### src/rtl/read_return_unit.sv
// Read-return unit: queues read tags and pops DDR read-buffer lines for each tag.
// Lines go out as four 32-bit ring words (low word first) or whole to the display controller.
module read_return_unit (
   input  logic         clock,
   input  logic         reset,
   input  logic         tagWr,
   input  logic [3:0]   tagDest,
   input  logic [1:0]   tagLines,
   output logic         tagFull,
   output logic         tagOverflow,
   input  logic         rbEmpty,
   input  logic [127:0] readData,
   output logic         rdRB,
   output logic [31:0]  RDreturn,
   output logic [3:0]   RDdest,
   output logic [127:0] RDtoDC,
   output logic         wrRDtoDC
);

   typedef enum logic [1:0] {IDLE, SEND, WAITLINE} state_t;

   typedef struct packed {
      logic [3:0] dest;
      logic [1:0] lines;
   } tag_t;

   tag_t         tag_mem [8];
   logic [2:0]   wr_ptr, rd_ptr;
   logic [3:0]   tag_count;
   logic         tag_push, tag_pop, tag_empty, overflow;
   tag_t         head;

   state_t       state, state_n;
   logic [1:0]   wcnt, wcnt_n;
   logic [1:0]   rem, rem_n, rem_cur;
   logic         busy, busy_n;
   logic         dc_last, dc_last_n;
   logic         wr_dc, wr_dc_n;
   logic [127:0] sr, sr_n;

   assign tag_empty   = (tag_count == 4'd0);
   assign tagFull     = (tag_count == 4'd8);
   assign tag_push    = tagWr & (~tagFull | tag_pop);
   assign head        = tag_mem[rd_ptr];
   assign tagOverflow = overflow;
   assign RDtoDC      = sr;
   assign wrRDtoDC    = wr_dc;

   // A display tag spanning several lines stays at the head; busy marks that rem is live.
   assign rem_cur = busy ? rem : head.lines;

   // NOTE: the tag storage is deliberately not reset; only entries between the pointers are ever used.
   always_ff @(posedge clock) begin
      if (tag_push) tag_mem[wr_ptr] <= '{dest: tagDest, lines: tagLines};
   end

   // NOTE: sequential state uses non-blocking assignments so every register samples pre-edge values.
   always_ff @(posedge clock or posedge reset) begin
      if (reset) begin
         wr_ptr    <= '0;
         rd_ptr    <= '0;
         tag_count <= '0;
         overflow  <= 1'b0;
      end else begin
         if (tag_push) wr_ptr <= wr_ptr + 3'd1;
         if (tag_pop)  rd_ptr <= rd_ptr + 3'd1;
         case ({tag_push, tag_pop})
            2'b10:   tag_count <= tag_count + 4'd1;
            2'b01:   tag_count <= tag_count - 4'd1;
            default: tag_count <= tag_count;
         endcase
         if (tagWr && tagFull && !tag_pop) overflow <= 1'b1;
      end
   end

   always_ff @(posedge clock or posedge reset) begin
      if (reset) begin
         state   <= IDLE;
         wcnt    <= '0;
         rem     <= '0;
         busy    <= 1'b0;
         dc_last <= 1'b0;
         wr_dc   <= 1'b0;
         sr      <= '0;
      end else begin
         state   <= state_n;
         wcnt    <= wcnt_n;
         rem     <= rem_n;
         busy    <= busy_n;
         dc_last <= dc_last_n;
         wr_dc   <= wr_dc_n;
         sr      <= sr_n;
      end
   end

   // NOTE: every signal driven here gets a default first, so no path can infer a latch.
   always_comb begin
      state_n   = state;
      wcnt_n    = wcnt;
      rem_n     = rem;
      busy_n    = busy;
      dc_last_n = 1'b0;
      wr_dc_n   = 1'b0;
      sr_n      = sr;
      rdRB      = 1'b0;
      tag_pop   = 1'b0;
      RDreturn  = '0;
      RDdest    = '0;

      case (state)
         IDLE: begin
            if (dc_last) begin
               // Last display strobe is out this cycle; retire the tag before fetching again.
               tag_pop = 1'b1;
            end else if (!tag_empty && !rbEmpty) begin
               rdRB = 1'b1;
               sr_n = readData;
               if (head.dest == 4'd0) begin
                  wr_dc_n = 1'b1;
                  if (rem_cur == 2'd0) begin
                     dc_last_n = 1'b1;
                     busy_n    = 1'b0;
                  end else begin
                     rem_n  = rem_cur - 2'd1;
                     busy_n = 1'b1;
                  end
               end else begin
                  state_n = SEND;
                  wcnt_n  = 2'd0;
                  rem_n   = head.lines;
               end
            end
         end

         SEND: begin
            RDreturn = sr[31:0];
            RDdest   = head.dest;
            if (wcnt == 2'd3) begin
               wcnt_n = 2'd0;
               if (rem == 2'd0) begin
                  tag_pop = 1'b1;
                  state_n = IDLE;
               end else if (!rbEmpty) begin
                  rdRB  = 1'b1;
                  sr_n  = readData;
                  rem_n = rem - 2'd1;
               end else begin
                  state_n = WAITLINE;
               end
            end else begin
               wcnt_n = wcnt + 2'd1;
               sr_n   = {32'h0, sr[127:32]};
            end
         end

         WAITLINE: begin
            if (!rbEmpty) begin
               rdRB    = 1'b1;
               sr_n    = readData;
               rem_n   = rem - 2'd1;
               wcnt_n  = 2'd0;
               state_n = SEND;
            end
         end

         default: state_n = IDLE;
      endcase
   end

endmodule
### config.mk
export PLATFORM = sky130hd
export DESIGN_NAME = read_return_unit
export DESIGN_NICKNAME = d
export VERILOG_FILES = /design/src/rtl/read_return_unit.sv
export SDC_FILE = /design/constraint.sdc
export NUM_CORES = 1
export LEC_CHECK = 0
export CORE_AREA = 2 2 127 160
export DETAILED_ROUTE_END_ITERATION = 10
export DIE_AREA = 0 0 129 162
export MAX_ROUTING_LAYER = met4
export PLACE_DENSITY = 0.79
export SYNTH_ARGS = -nofsm -noshare
export SYNTH_HDL_FRONTEND = slang
export SYNTH_SLANG_ARGS = --single-unit
### constraint.sdc
create_clock -name clock -period 6.6 [get_ports clock]
set_input_delay 0.66 -clock clock [delete_from_list [all_inputs] [get_ports clock]]
set_output_delay 0.66 -clock clock [all_outputs]
set_load 0.02 [all_outputs]
# --- Yosys cells after proc, flatten, opt, wreduce, memory -nomap -nowiden ---
# Memories as Yosys holds them, arrays and structs flattened.
# Cells that the tools add are included.
op_classes:
  n_addsub: 7
  eq_ne: 15
  muxes: 54
  n_bitwise: 4
  reduce_logical: 18
op_table:
  columns: ["cell", "n"]
  rows:
  - ["$mux 128", 5]
  - ["$pmux 128 s3", 1]
  - ["$mux 2", 20]
  - ["$mux 32", 1]
  - ["$mux 1", 20]
  - ["$pmux 2 s3", 3]
  - ["$ne 2x2->1 const B", 6]
  - ["$reduce_and 6->1", 2]
  - ["$ne 3x3->1 const B", 3]
  - ["$logic_not 4->1", 2]
  - ["$pmux 4 s2", 1]
  - ["$reduce_and 4->1", 2]
  - ["$add 3x1->3 const B", 2]
  - ["$eq 2x2->1 const B", 3]
  - ["$logic_not 2->1", 3]
  - ["$reduce_and 5->1", 1]
  - ["$add 4x1->4 const B", 1]
  - ["$eq 2x1->1 const B", 2]
  - ["$eq 4x4->1 const B", 1]
  - ["$mux 4", 1]
  - ["$sub 2x1->2 const B", 2]
  - ["$sub 4x1->4 const B", 1]
  - ["$logic_and 1x1->1", 3]
  - ["$logic_not 1->1", 3]
  - ["8 further kinds", 9]
word_totals:
  register_bits: 148
  ram_bits: 48
  out_inout_bits: 168
  n_memories: 1
mem_list:
  columns: ["name", "words", "width", "read_ports", "rd_ports_with_merged_regs", "write_ports", "line_no", "source"]
  rows:
  - ["tag_mem", 8, 6, 1, 0, 1, "27", "tag_t tag_mem [8];"]

# --- Depth between registers and ports, before layout ---
logic_depth:
  depth_word: 8
  depth_mapped: 12

# --- Worst setup path before layout ---
# No wires, ideal clock.
synth_path:
  path_kind: "flip-flop to flip-flop"
  startpoint: "register rd_ptr[0]"
  endpoint: "register rem[0]"
  setup_ns: 0.137
  arrival_ns: 2.529
  required_ns: 6.463
  slack_ns: 3.933
  stages_incl_launch_ff: 11
  n_path_buf: 1
  synth_period_minus_slack_ns: 2.667
  cell_sequence: "dfrtp_1 buf_6 mux4_1 mux2_2 nor2_1 a21o_1 ha_1 o21ai_0 and3_2 a2111oi_2 o22ai_1"
synth_between:
  elab_chain_cells: 8
  word_cells_on_any_way: 12
  cone_classes: "add/sub (1); eq/ne (1); mux (6); reduce/logical (3); memory (1)"
synth_lines:
  columns: ["element", "line_no", "source"]
  rows:
  - ["start, declared", "28", "logic [2:0] wr_ptr, rd_ptr;"]
  - ["start signal, assigned", "66", "if (tag_pop) rd_ptr <= rd_ptr + 3'd1;"]
  - ["$mem_v2 8x6 (*)", null, null]
  - ["$mux 2", "50", "assign rem_cur = busy ? rem : head.lines;"]
  - ["$sub 2x1->2", "124", "rem_n = rem_cur - 2'd1;"]
  - ["$mux 2", "120", "if (rem_cur == 2'd0) begin"]
  - ["$mux 2", "118", "if (head.dest == 4'd0) begin"]
  - ["$mux 2", "115", "end else if (!tag_empty && !rbEmpty) begin"]
  - ["$mux 2", "112", "if (dc_last) begin"]
  - ["$pmux 2 s3", "110", "case (state)"]
  - ["end signal, assigned", "88", "rem <= rem_n;"]
  - ["end, declared", "35", "logic [1:0] rem, rem_n, rem_cur;"]
# Mark *: on every way between the ends. The rest lies on a longest branch, timed or not. The select of a mux whose other input is x is not followed.
# A chain may end at the register's enable or synchronous reset.

# --- Worst setup path after layout ---
layout_path:
  startpoint: "register tag_count[1]"
  endpoint: "register sr[126], in the netlist RDtoDC[126]"
layout_between:
  elab_chain_cells: 5
layout_lines:
  columns: ["element", "line_no", "source"]
  rows:
  - ["start, declared", "29", "logic [3:0] tag_count;"]
  - ["start signal, assigned", "68", "2'b10: tag_count <= tag_count + 4'd1;"]
  - ["start signal, assigned", "69", "2'b01: tag_count <= tag_count - 4'd1;"]
  - ["start signal, assigned", "70", "default: tag_count <= tag_count;"]
  - ["$logic_not 4->1", "41", "assign tag_empty = (tag_count == 4'd0);"]
  - ["$logic_not 1->1", "115", null]
  - ["$logic_and 1x1->1", "115", null]
  - ["$ne 2x2->1 (no source line)", null, null]
  - ["$reduce_and 4->1 (no source line)", null, null]
  - ["end signal, assigned", "92", "sr <= sr_n;"]
  - ["end, declared", "39", "logic [127:0] sr, sr_n;"]
# Every way passes these cells.

==> run summary <==
Worst setup margin -> 2840 ps
Iteration-0 DRC count of the detailed router -> 752
Synth Area in Simple Gates -> 0.0939
CP delay by family, top -> compound AO/OA/AOI/OAI gates
Vias after detailed routing -> 7278
Number of synthesized register bits -> 196
Fillers -> 1518
Chip height -> 162 um
Commonest non-fill, non-tap cell in the layout -> clkdlybuf4s50_1
Critical Path End Type -> flop
Detail Route Antenna Nets -> 0
Placed insts -> 1244
Worst Skew -> 16.5 ps
Crit Path Class -> flop to flop
Grt ovf -> 0
Final setup fails -> 0
Post-route insts no fill -> 1287
Drt wl/cell -> 22.0 um
Post-synthesis xor/xnor area fraction -> 0.00698
CTS Buffer Depth -> 2
Post-CTS Setup Repair Bufs -> 0
Port bufs -> 305
Mux cell area share after synthesis -> 0.0493
Clock tree sinks -> 196
Syn Area/Cell -> 12.0 um2
Drt pass-1 iters -> 5
Final worst-path cycle share -> 0.570
Crit path time final -> 3760 ps
Placed inst area -> 0.0120 mm2
EDFF count, synth -> 48
Worst path slowest cell -> a21o_1
Fin. max-slew vios -> 0
Max cap viols -> 0
Initial antenna violation count -> 12
Main synth FF type -> dfrtp_1
Hold_ws -> 478 ps
Synth Area in Adders -> 0.0157
Multi-input logic area -> 0.00339 mm2
RSZ-0062 raised after global routing -> no
Worst skew pair latency -> 430 ps
Hold_buf cts -> 0
Mapped Nets -> 880
Share of layout cells above drive strength 1 -> 0.0594
Final Hold Viols -> 0
Final instance area -> 0.0126 mm2
Vias in the first global route -> 7090
Crit path buffers/inverters -> 1
Crit-path max FO -> 97
Resized Gates After CTS -> 0
Compound-Gate Fraction of Synth Area -> 0.216
Place WS -> 2570 ps
Type of the tightest min-delay check -> flop to flop
Unique masters post-synth -> 44
Rows -> 57
Worst Setup Start Kind -> flop
Rel. slew slack -> 0.228
Max stage delay on crit path -> 930 ps
Dpl hpwl -> 20200 um
CTS tree -> yes
Root buffer cell -> clkbuf_16
First-pass GRT wire length -> 42400 um
Final wirelength -> 28300 um
Critical path cell sequence -> nor4_1 > o31ai_1 > nand3b_1 > buf_4 > a21o_1 > nand2_1 > a21oi_1
Max IR drop VDD -> 0.365 mV
Number of H-tree levels -> 4
IO Count -> 306
Mapped Cells -> 731
Required @ worst endpoint -> 6950 ps
CORE AREA -> 0.0193 mm2
Initial Utilization -> 0.454
Post-DR vias/cell -> 5.66
CTS Buf Count -> 17
Die Area -> 0.0209 mm2
Nets -> 1147
Status -> finished clean
Mapped cell area -> 0.00878 mm2
Remaining DRCs -> 0
Leak -> 0.00494 uW
Commonest non-fill, non-tap cells in the layout -> clkdlybuf4s50_1 (305), dfrtp_1 (148), a22oi_1 (97)
Asr flop ratio synth -> 0.755
Register area -> 0.00514 mm2
Critical Path AT -> 4110 ps
GPL Wtd Cong -> 0.918
Area Overhead vs Synth -> 43.3%
Largest family of logic cells by synthesized area -> compound AO/OA/AOI/OAI gates
Synth warnings -> 0
Overall routing resource usage -> 0.278
Register area share after synthesis -> 0.586
DIE WIDTH -> 129 um
Worst slew pin tran -> 1160 ps
Clock transition at path regs -> 70 ps
Largest net degree at the start of global routing -> 104
Fmax -> 266 MHz
Pwr dens -> 512 mW/mm2
Final TNS setup -> 0 ps
layer usage:
metal	track usage	wire length, um
met3	0.0965	2540
met2	0.454	14200
met5	-	0
met1	0.314	10500
met4	0.113	1010
through the flow:
| stage | util | power (uW) |
|---|---|---|
| 3_3_place_gp | 0.621 | 5380 |
| 4_1_cts | 0.650 | 6460 |
| 6_report | 0.651 | 6440 |
| 5_1_grt | 0.651 | 6820 |
| 3_5_place_dp | 0.621 | 5460 |
| 2_1_floorplan | - | 4030 |
cells in the mapped netlist (all sizes together) (3+ instances only):
master | instances | area, um2
nand3 | 4 | 20.0
edfxtp | 48 | 1440
nand2b | 4 | 25.0
clkbuf | 57 | 214
a21oi | 39 | 195
inv | 8 | 30.0
nor3 | 4 | 20.0
mux2 | 9 | 101
and3 | 3 | 21.3
xnor2 | 5 | 43.8
o21ai | 5 | 25.0
nor2 | 19 | 71.3
a22oi | 97 | 728
o2bb2ai | 96 | 841
dfrtp | 148 | 3700
nand2 | 88 | 330
ha | 11 | 138
buf | 7 | 41.3
and2 | 42 | 265
mux4 | 12 | 312
power by group:
| part | leakage (uW) | internal, uW | switching [uW] |
|---|---|---|---|
| Clock | 0.000271 | 533 | 457 |
| Sequential | 0.00234 | 1670 | 368 |
| Combinational | 0.00233 | 1380 | 2030 |
| Total | 0.00494 | 3580 | 2860 |
sequential cells by signal (all words and copies together), names as in the netlist:
register and cells:
RDtoDC 128, busy 1, dc_last 1, rd_ptr 3, rem 2, state 2
tagOverflow 1, tag_count 4, tag_mem 48, wcnt 2, wrRDtoDC 1, wr_ptr 3
final timing paths:
path	startpoint	end	slack, ps	cells past startpoint
worst max-delay path	tag_count[1]	RDtoDC[126]	2840	7
worst min-delay path	tagOverflow	tagOverflow	480	1
worst max register to register	tag_count[1]	RDtoDC[126]	2840	7
worst min register to register	tagOverflow	tagOverflow	480	1
max in group asynchronous	reset	RDtoDC[55]	4600	3
min in group asynchronous	reset	RDtoDC[42]	810	2
kinds of logic after synthesis:
group | Yosys count
xor+xnor | 7
buf+inv | 72
compound gates | 250
fa+ha+maj | 11
simple gates | 172
mux | 23
flops | 196
final cells by class:
cell class                      count  share of cell area
Inverter                            8             0.00278
Multi-Input combinational cell    463               0.269
Timing Repair Buffer              312               0.247
Tap cell                          265              0.0263
Antenna cell                       12             0.00239
Clock inverter                     11             0.00805
Clock buffer                       20              0.0356
Sequential cell                   196               0.409
No activity file was read; power rests on OpenSTA's default activity.
